--- config.mk ---
export PLATFORM = sky130hd
export DESIGN_NAME = id_ex_pipe
export DESIGN_NICKNAME = d
export VERILOG_FILES = /design/src/rtl/id_ex_pipe.sv
export SDC_FILE = /design/constraint.sdc
export NUM_CORES = 1
export LEC_CHECK = 0
export CAP_MARGIN = 20
export CORE_AREA = 2 2 149 151
export CTS_BUF_LIST = sky130_fd_sc_hd__clkbuf_8
export DETAILED_ROUTE_END_ITERATION = 12
export DIE_AREA = 0 0 151 153
export GPL_TIMING_DRIVEN = 0
export PLACE_DENSITY = 0.77
export SLEW_MARGIN = 20
export SYNTH_ARGS = -nofsm -noshare
export SYNTH_HDL_FRONTEND = slang
export SYNTH_SLANG_ARGS = --single-unit
--- constraint.sdc ---
create_clock -name clk -period 2.9 [get_ports clk]
set_input_delay 0.725 -clock clk [delete_from_list [all_inputs] [get_ports clk]]
set_output_delay 0.725 -clock clk [all_outputs]
set_load 0.05 [all_outputs]
--- src/rtl/id_ex_pipe.sv ---
// ---------------------------------------------------------------------------
// id_ex_pipe
//   ID/EX pipeline register of the 5-stage CPU. It captures the register-file
//   read data, immediate, PC, register addresses and decoded control into the
//   EX stage. Because the RF write lands on the clock edge, it applies a
//   WB->ID bypass on the operands. It also detects load-use hazards, inserts
//   one bubble per hazard, and honours flush (EX redirect) and hold (EX busy).
//
// Ports
//   clk, rst                 clock, asynchronous active-low reset
//   id_*                     ID-stage instruction fields and RF read data
//   wb_wr, wb_rd, wb_data    RF write port of the WB stage (bypass source)
//   ex_flush                 kill the ID instruction (taken branch/jump in EX)
//   ex_busy                  EX cannot accept; hold this register
//   stall_id                 IF/ID must hold this cycle
//   ex_*                     registered EX-stage fields
//   bubble_cnt               saturating count of load-use bubbles
// ---------------------------------------------------------------------------
module id_ex_pipe #(
  parameter int CTRL_W = 16,
  parameter int XLEN   = 32,
  parameter int CNT_W  = 16
) (
  input  logic              clk,
  input  logic              rst,
  input  logic              id_valid,
  input  logic [XLEN-1:0]   id_pc,
  input  logic [4:0]        id_rs1,
  input  logic [4:0]        id_rs2,
  input  logic              id_rs1_used,
  input  logic              id_rs2_used,
  input  logic [XLEN-1:0]   id_rs1_data,
  input  logic [XLEN-1:0]   id_rs2_data,
  input  logic [XLEN-1:0]   id_imm,
  input  logic [4:0]        id_rd,
  input  logic              id_rd_wr,
  input  logic              id_mem_rd,
  input  logic [CTRL_W-1:0] id_ctrl,
  input  logic              wb_wr,
  input  logic [4:0]        wb_rd,
  input  logic [XLEN-1:0]   wb_data,
  input  logic              ex_flush,
  input  logic              ex_busy,
  output logic              stall_id,
  output logic              ex_valid,
  output logic [XLEN-1:0]   ex_pc,
  output logic [XLEN-1:0]   ex_imm,
  output logic [XLEN-1:0]   ex_rs1_data,
  output logic [XLEN-1:0]   ex_rs2_data,
  output logic [4:0]        ex_rs1,
  output logic [4:0]        ex_rs2,
  output logic [4:0]        ex_rd,
  output logic              ex_rd_wr,
  output logic              ex_mem_rd,
  output logic [CTRL_W-1:0] ex_ctrl,
  output logic [CNT_W-1:0]  bubble_cnt
);

  logic              valid_q,  valid_d;
  logic [XLEN-1:0]   pc_q,     pc_d;
  logic [XLEN-1:0]   imm_q,    imm_d;
  logic [XLEN-1:0]   op1_q,    op1_d;
  logic [XLEN-1:0]   op2_q,    op2_d;
  logic [4:0]        rs1_q,    rs1_d;
  logic [4:0]        rs2_q,    rs2_d;
  logic [4:0]        rd_q,     rd_d;
  logic              rd_wr_q,  rd_wr_d;
  logic              mem_rd_q, mem_rd_d;
  logic [CTRL_W-1:0] ctrl_q,   ctrl_d;
  logic [CNT_W-1:0]  cnt_q,    cnt_d;

  logic [XLEN-1:0]   op1, op2;
  logic              lu;

  // WB->ID bypass; x0 is never forwarded so it always reads the RF zero.
  assign op1 = (wb_wr && (wb_rd != 5'd0) && (wb_rd == id_rs1)) ? wb_data : id_rs1_data;
  assign op2 = (wb_wr && (wb_rd != 5'd0) && (wb_rd == id_rs2)) ? wb_data : id_rs2_data;

  // Load in EX whose result a real ID instruction needs right now.
  assign lu = valid_q && mem_rd_q && (rd_q != 5'd0) && id_valid &&
              ((id_rs1_used && (id_rs1 == rd_q)) || (id_rs2_used && (id_rs2 == rd_q)));

  // A flushed ID instruction is being killed, so a hazard on it need not stall.
  assign stall_id = ex_busy || (lu && !ex_flush);

  always_comb begin
    valid_d  = valid_q;
    pc_d     = pc_q;
    imm_d    = imm_q;
    op1_d    = op1_q;
    op2_d    = op2_q;
    rs1_d    = rs1_q;
    rs2_d    = rs2_q;
    rd_d     = rd_q;
    rd_wr_d  = rd_wr_q;
    mem_rd_d = mem_rd_q;
    ctrl_d   = ctrl_q;
    cnt_d    = cnt_q;
    if (ex_flush) begin
      // Flush wins over busy: the redirecting instruction already sits in EX
      // and completes there; only the slot behind it becomes a bubble.
      valid_d  = 1'b0;
      rd_wr_d  = 1'b0;
      mem_rd_d = 1'b0;
      ctrl_d   = '0;
    end else if (!ex_busy) begin
      if (lu) begin
        // Data fields keep their previous values in a bubble.
        valid_d  = 1'b0;
        rd_wr_d  = 1'b0;
        mem_rd_d = 1'b0;
        ctrl_d   = '0;
        if (cnt_q != {CNT_W{1'b1}}) begin
          cnt_d = cnt_q + {{(CNT_W-1){1'b0}}, 1'b1};
        end
      end else begin
        valid_d  = id_valid;
        pc_d     = id_pc;
        imm_d    = id_imm;
        op1_d    = op1;
        op2_d    = op2;
        rs1_d    = id_rs1;
        rs2_d    = id_rs2;
        rd_d     = id_rd;
        rd_wr_d  = id_valid && id_rd_wr;
        mem_rd_d = id_valid && id_mem_rd;
        ctrl_d   = id_valid ? id_ctrl : '0;
      end
    end
  end

  always_ff @(posedge clk or negedge rst) begin
    if (!rst) begin
      valid_q  <= 1'b0;
      pc_q     <= '0;
      imm_q    <= '0;
      op1_q    <= '0;
      op2_q    <= '0;
      rs1_q    <= '0;
      rs2_q    <= '0;
      rd_q     <= '0;
      rd_wr_q  <= 1'b0;
      mem_rd_q <= 1'b0;
      ctrl_q   <= '0;
      cnt_q    <= '0;
    end else begin
      valid_q  <= valid_d;
      pc_q     <= pc_d;
      imm_q    <= imm_d;
      op1_q    <= op1_d;
      op2_q    <= op2_d;
      rs1_q    <= rs1_d;
      rs2_q    <= rs2_d;
      rd_q     <= rd_d;
      rd_wr_q  <= rd_wr_d;
      mem_rd_q <= mem_rd_d;
      ctrl_q   <= ctrl_d;
      cnt_q    <= cnt_d;
    end
  end

  assign ex_valid    = valid_q;
  assign ex_pc       = pc_q;
  assign ex_imm      = imm_q;
  assign ex_rs1_data = op1_q;
  assign ex_rs2_data = op2_q;
  assign ex_rs1      = rs1_q;
  assign ex_rs2      = rs2_q;
  assign ex_rd       = rd_q;
  assign ex_rd_wr    = rd_wr_q;
  assign ex_mem_rd   = mem_rd_q;
  assign ex_ctrl     = ctrl_q;
  assign bubble_cnt  = cnt_q;

endmodule

Yosys cells after proc, flatten, opt, wreduce, memory -nomap -nowiden
Cells that the tools add are included.

Shift-type cells: 0. Add/subtract/negate cells: 1. Equal/unequal tests: 6. Order comparisons: 0. Mux-type cells: 15. Div/mod/pow operators: 0. Multiply operators: 0. Reduce and logical (&&, ||, !) cells: 19. Bitwise logic cells: 3.

Operators by type and width (count): 16-bit 2-to-1 mux (4); 32-bit 2-to-1 mux (2); 5-bit equality test (4); 16-bit by 1-bit adder with 16-bit output, second input constant (1); 16-bit inequality test, second input constant (1); 1-bit logical AND (12); 5-bit nonzero test (2); 1-bit 2-to-1 mux (9); 4-bit AND reduction (1); 1-bit inverter (3); 3-bit AND reduction (1); 1-bit logical OR (2); 2-bit inequality test, second input constant (1); 1-bit logical NOT (1).

Memories: 0. Latch bits: 0. Register bits after elaboration: 178. Bits in writable memories: 0. Output and inout bits: 179. Memory bits (read-only): 0.

Longest topological paths before layout
Gate-level depths: netlist (run 1).

Depth in word-level cells: 7. Gate-level depth with buffers: 7.

Worst setup path after synthesis (run 1)
OpenSTA, ideal clock, no wires.

Path kind: reg-to-output. Start: register rd_q[1] (netlist: ex_rd[1]). End: output stall_id. Data required time: 2175 ps. Path slack: -317 ps. Buffers on the path: 1. Cell stages (with the launch flop): 7. Arrival time: 2492 ps. Cell sequence: dfrtp_1 xnor2_1 nand4_1 o22ai_2 clkbuf_1 nand2_1 o21bai_1.

Word-level cells in the longest chain between the ends: 6.

RTL lines: from (decl) (line 66) `logic [4:0] rd_q, rd_d;`; from (signal assigned) (line 154) `rd_q <= rd_d;`; 5-bit equality test / 5-bit nonzero test (equally long branches) (line 81, 80); 1-bit logical AND (on tied branches) (line 81, 80); 1-bit logical OR / 1-bit logical AND (equally long branches) (line 81, 80); 1-bit logical AND (*) (line 80) `assign lu = valid_q && mem_rd_q && (rd_q != 5'd0) && id_valid &&`; 1-bit logical AND (*) (line 84) `assign stall_id = ex_busy || (lu && !ex_flush);`; 1-bit logical OR (*) (line 84); to (decl) (line 44) `output logic stall_id,`.

Every way passes the cells marked *; elsewhere a longest branch is shown, timed or not.

Final worst setup path (run 1)
Start: input id_rs1[0]. End: output stall_id.

Word-level cells in the longest chain between the ends: 6.

RTL lines: from (decl) (line 28) `input logic [4:0] id_rs1,`; 5-bit equality test (line 81) `((id_rs1_used && (id_rs1 == rd_q)) || (id_rs2_used && (id_rs2 == rd_q)));`; 1-bit logical AND (line 81); 1-bit logical OR (line 81); 1-bit logical AND (line 80); 1-bit logical AND (line 84); 1-bit logical OR (line 84).

No other way between the ends.

==> metrics, run 1 <==
PwrDens=592 nW/um^2; Remaining DRCs=0; die height=153 um; gr usage total=19.8%; Tcrit/Tclk final=99.5%; Cells after Synth=531; Min Hold Slack=0.224 ns; count leader, synth=dfrtp_1; asr flop ratio synth=100%; worst r2r src=ex_rd[2]; clock sink count=178; Worst Path Required=2.17 ns; die width=151 um; clock-pin slew on the worst setup and hold paths=0.11 ns; Max Slew Vio Count=0; Leak Pwr=0.00512 uW; TritonCTS Buffers=17; DRT antenna net count=0; slowest CP cell=clkdlybuf4s50_1; routed len/inst=18.7 um; area of the multi-input gates=3270 um^2; unrepaired setup endpoints after global routing=true; Worst path max stage delay=0.57 ns; final setup fails=0; root buf cell=clkbuf_8; crit path capture type=output pin; Worst Max-Slew Pin Slew=0.713 ns; # fillers=1814; initial DRC count=151; vias in the first global route=6465; worst skew pair latency=0.46 ns; Hold Path Class=input port to async pin; flop and latch count out of synthesis=178; Syn Area/Cell=14.9 um^2; share of layout cells above drive strength 1=22.3%; start point of the critical path=id_rs1[0]; DR vias/cell=4.84; Cell Chain, Critical Path=clkdlybuf4s50_1 > xnor2_1 > nand2_1 > o22ai_4 > nand2_2 > o21bai_4 > buf_6; Syn-to-layout area delta=60.2%; CORE AREA=21500 um^2; Fmax=347 MHz; final WL=23000 um; RR Endpoint=ex_imm[1]; Seq/Total Area, Yosys=56.4%; CTS max path bufs=2; first-pass GRT wire length=35200 um; IO Port Bufs=384; dpl cell area=12100 um^2; final non-filler cell total=1230; residual overflow from global routing=0; yosys warns=0; syn_nets=738; initial antenna violation count=0; Mapped Area=7890 um^2; run status=completed; antenna cell count=0; die area=23100 um^2; register area=4460 um^2; routed vias=5954; Critical Path End=stall_id; Post-synth EDFFs=0; Ports=385; Rel. slew slack=52.1%; routability cong.=0.782; Placed Cells incl. Taps=1196; CTS H-tree depth=4; drt pass-1 iters=5; largest net degree at the start of global routing=97; WP data arrival=2.16 ns; Max-cap violations=0; crit start category=input port; Final Hold Viols=0; synth cell count leaders=dfrtp_1 (178), mux2_2 (139), mux2_1 (70); FF-to-FF path depth=7; synth top area cells=dfrtp_1 (56%), mux2_2 (20%), mux2_1 (10%), xnor2_1 (3.3%), a22o_1 (2.0%); CTS tree=yes; area leader, netlist=dfrtp_1; design area=12600 um^2; Max VDD drop=0.000313 V; setup_tns=0 ns; WS Path Type=input port to output pin; Critical Path Fanout Max=3; main flop type after synthesis=dfrtp_1; minimum clock period=2.88 ns; initial core utilization=36.7%; Reg2Reg Setup Slack=0.32 ns; DPL Wire Length=17700 um; Yosys top cell area share=56.4%; clk_skew=0.0164 ns; Cell Rows=54; nets@finish=1144; synth unique cells=35
final cells by class:
cell class / instances / share of cell area (%)
sequential: 178 / 35.3
buffer: 26 / 1.76
clock buffer: 17 / 1.85
tap: 280 / 2.77
inverter: 2 / 0.0594
clock inverter: 15 / 1.50
timing repair buffer: 388 / 31.0
multi-input combinational: 324 / 25.8
metrics by stage:
stage / worst slack (ns) / util, % / total power, uW
finish: 0.0155 / 58.8 / 7490
global route: -0.0461 / 58.8 / 7800
CTS: -0.265 / 58.6 / 7570
detailed placement: -1.39 / 56.5 / 5690
global placement: -6.47 / 56.3 / 5660
floorplan: 0.0633 / - / 4550
placed cells by master (no fill, tap or decap), types with 3 or more instances in the layout:
master and instances:
clkdlybuf4s50_1 377, nor3_1 4, inv_8 6, mux2_1 70
clkbuf_8 17, and3_1 4, nor2_1 3, xnor2_1 30
a22o_1 18, buf_8 8, xor2_1 4, nand3_1 12
dfrtp_1 176, buf_2 7, nand4_1 12, dlymetal6s2s_1 5
nand2_1 6, mux2_2 139, buf_4 11
critical path: cells and delay by family:
family	cells	cell delay, ns
buffers and inverters	2	0.74
AO/OA/AOI/OAI	2	0.35
AND/OR/NAND/NOR	2	0.20
XOR/XNOR	1	0.14
flip-flops by register name (all words and copies together), names as in the netlist:
| name | flops |
|---|---|
| ex_valid | 1 |
| ex_rd_wr | 1 |
| ex_rd | 5 |
| ex_ctrl | 16 |
| bubble_cnt | 16 |
| ex_rs1 | 5 |
| ex_rs2_data | 32 |
| ex_pc | 32 |
| ex_imm | 32 |
| ex_mem_rd | 1 |
| ex_rs1_data | 32 |
| ex_rs2 | 5 |
where the power goes:
group | total, uW | internal [uW] | leakage (uW) | switching, uW
combinational | 2680 | 1080 | 0.00275 | 1600
clock | 1840 | 813 | 0.000211 | 1030
sequential | 2960 | 2790 | 0.00216 | 170
what timing repair did:
action                     CTS  global route
hold buffers                 0             0
gates resized for setup      8            19
pin swaps                    1             2
setup buffers                1             2
setup endpoints to repair   61            32
routing by layer:
layer / vias to the layer above / share of wire (%) / global-route usage, %
met1: 2912 / 37 / 21.8
met5: - / 0 / 0
met4: 0 / 2.4 / 7.03
li1: 2731 / - / -
met3: 36 / 11 / 7.46
met2: 275 / 50 / 34.7
kinds of logic (layout without fill, tap and decap cells):
group	Yosys count	count (layout)	synth area share [%]
mux	209	209	29.8
buf+inv	29	448	2.92
compound gates	27	27	3.12
flops	178	178	56.4
xor+xnor	34	34	3.77
fa+ha+maj	1	1	0.159
simple gates	53	53	3.76
worst min-delay path by stage:
stage | to | slack (ns) | cells past startpoint
6_report | ex_rs1_data[10] | 0.22 | 1
5_1_grt | ex_rs1_data[10] | 0.23 | 1
4_1_cts | ex_rs1_data[10] | 0.23 | 1
3_5_place_dp | ex_rs2_data[21] | 0.47 | 1
3_3_place_gp | ex_rs1_data[24] | 0.47 | 1
2_1_floorplan | bubble_cnt[0] | 0.43 | 0
No activity file was read; power rests on OpenSTA's default activity.
==> run 2, diff against run 1 <==
==> config.mk (replaced) <==
export PLATFORM = sky130hd
export DESIGN_NAME = id_ex_pipe
export DESIGN_NICKNAME = d
export VERILOG_FILES = /design/src/rtl/id_ex_pipe.sv
export SDC_FILE = /design/constraint.sdc
export NUM_CORES = 1
export LEC_CHECK = 0
export CELL_PAD_IN_SITES_DETAIL_PLACEMENT = 1
export CELL_PAD_IN_SITES_GLOBAL_PLACEMENT = 1
export CORE_MARGIN = 2
export CORE_UTILIZATION = 32
export CTS_BUF_LIST = sky130_fd_sc_hd__clkbuf_8
export DETAILED_ROUTE_END_ITERATION = 12
export GPL_TIMING_DRIVEN = 0
export PLACE_DENSITY = 0.85
export SLEW_MARGIN = 20
export SYNTH_ARGS = -nofsm -noshare
export SYNTH_HDL_FRONTEND = slang
export SYNTH_SLANG_ARGS = --single-unit
==> run 2 against run 1 <==
  * First-iteration DRC count is 19% higher
  * Worst hold slack got worse by 0.098 ns
  * Largest cell class unchanged
  * Design area rose by 1.1%
  * Setup slack improved by 0.032 ns
==> metrics, run 2 (same netlist as run 1, synthesis figures left out) <==
run status=completed; clk_skew=0.0199 ns; IO Port Bufs=384; TritonCTS Buffers=17; routability cong.=0.785; GR Util met1=23.3%; area of the multi-input gates=3270 um^2; met2 Resource Use GR=39.2%; DPL Wire Length=21600 um; routed vias=6105; share of layout cells above drive strength 1=23.2%; final setup fails=0; Tcrit/Tclk final=98.4%; Critical Path Fanout Max=3; Leak Pwr=0.00517 uW; Worst Max-Slew Pin Slew=0.779 ns; register area=4460 um^2; initial antenna violation count=1; CTS tree=yes; worst r2r src=ex_rd[3]; design area=12800 um^2; Worst Path Required=2.17 ns; crit path capture type=output pin; root buf cell=clkbuf_8; Cell Rows=57; Worst path max stage delay=0.36 ns; Syn-to-layout area delta=62.0%; final non-filler cell total=1282; WP data arrival=2.13 ns; commonest non-fill, non-tap cells in the layout=clkdlybuf4s50_1 (372), dfrtp_1 (176), mux2_2 (139), mux2_1 (70), xnor2_1 (30); routed len/inst=21.3 um; initial core utilization=32.5%; residual overflow from global routing=0; die height=161 um; vias in the first global route=7040; die width=161 um; Fmax=351 MHz; dpl cell area=12200 um^2; PwrDens=600 nW/um^2; WS Path Type=input port to output pin; clock sink count=178; largest net degree at the start of global routing=73; Rel. slew slack=47.7%; initial DRC count=180; unrepaired setup endpoints after global routing=true; CTS max path bufs=2; Final Hold Viols=0; antenna cell count=0; final WL=27300 um; die area=25900 um^2; GRT Max-Usage Layer=met2; Hold Path Class=input port to async pin; Max Slew Vio Count=0; DR vias/cell=4.76; drt pass-1 iters=4; clock-pin slew on the worst setup and hold paths=0.11 ns; Reg2Reg Setup Slack=0.13 ns; Max-cap violations=0; crit start category=input port; # fillers=2466; Max VDD drop=0.000345 V; first-pass GRT wire length=41900 um; Placed Cells incl. Taps=1243; minimum clock period=2.85 ns; Remaining DRCs=0; worst skew pair latency=0.46 ns; most common cell after layout, fill and taps aside=clkdlybuf4s50_1; gr usage total=21.1%; RR Endpoint=ex_rs1_data[3]; met3 Track Usage GR=7.47%; FF-to-FF path depth=8; CTS H-tree depth=4; Cell Chain, Critical Path=dlygate4sd2_1 > xnor2_1 > nand2_1 > o22ai_4 > clkbuf_8 > nand2_4 > o21bai_4 > buf_6; Ports=385; slowest CP cell=dlygate4sd2_1; nets@finish=1152; CORE AREA=24200 um^2; DRT antenna net count=0
run 2: metrics by stage:
stage | power (uW) | setup WS [ns] | hold WS (ns) | TNS (ns) | utilization [%]
3_5_place_dp | 5760 | -1.56 | 0.476 | -59.43 | 50.5
5_1_grt | 7980 | -0.0152 | 0.101 | -0.0152 | 52.7
6_report | 7670 | 0.0478 | 0.126 | 0 | 52.7
4_1_cts | 7740 | -0.108 | 0.101 | -2.44 | 52.5
2_1_floorplan | 4550 | 0.0633 | 0.429 | 0 | -
3_3_place_gp | 5680 | -6.63 | 0.467 | -1270.45 | 50.1
run 2: repair_timing:
item	in CTS	in global routing
pin swaps	2	7
resized for setup	28	16
buffers inserted	2	5
hold buffers	0	0
setup endpoints to repair	59	61
run 2: how the worst max path moves through the flow:
stage	slack, ns	cells past startpoint	to	start
floorplan	0.06	6	stall_id	ex_rd[1]
global placement	-6.63	1	ex_ctrl[14]	rst
detailed placement	-1.56	8	stall_id	id_rs2[0]
CTS	-0.11	8	ex_rs2_data[20]	wb_rd[2]
global route	-0.02	6	stall_id	ex_rd[3]
finish	0.05	8	stall_id	id_rs1[0]
run 2: worst max-delay path, delay by kind of cell:
family	cells	cell delay, ns
xor+xnor	1	0.16
compound gates	2	0.36
simple gates	2	0.17
buf+inv	3	0.72
run 2: routing by layer:
| metal | wire (um) | share of wire [%] |
|---|---|---|
| met1 | 10300 | 38 |
| met2 | 14400 | 53 |
| met3 | 2230 | 8.2 |
| met4 | 311 | 1.1 |
| met5 | 13 | 0.048 |
run 2: report_power, final:
group | leakage (uW) | internal, uW | switching (uW) | total, uW
sequential | 0.00216 | 2790 | 184 | 2980
clock | 0.000235 | 982 | 984 | 1970
combinational | 0.00278 | 1080 | 1640 | 2720
run 2: layout make-up:
type | instances | area share (%)
Buffer | 27 | 1.94
Timing Repair Buffer | 395 | 30.8
Multi-Input combinational cell | 324 | 25.6
Tap cell | 324 | 3.17
Inverter | 2 | 0.0587
Clock buffer | 18 | 1.94
Clock inverter | 14 | 1.59
Sequential cell | 178 | 34.9
==> run 3, diff against run 2 <==
--- a/config.mk
+++ b/config.mk
@@ -5,6 +5,7 @@
 export SDC_FILE = /design/constraint.sdc
 export NUM_CORES = 1
 export LEC_CHECK = 0
+export ABC_CLOCK_PERIOD_IN_PS = 2900
 export CELL_PAD_IN_SITES_DETAIL_PLACEMENT = 1
 export CELL_PAD_IN_SITES_GLOBAL_PLACEMENT = 1
 export CORE_MARGIN = 2
==> results of run 3 <==
No change in the layout: final DEF, timing and power equal those of run 2.
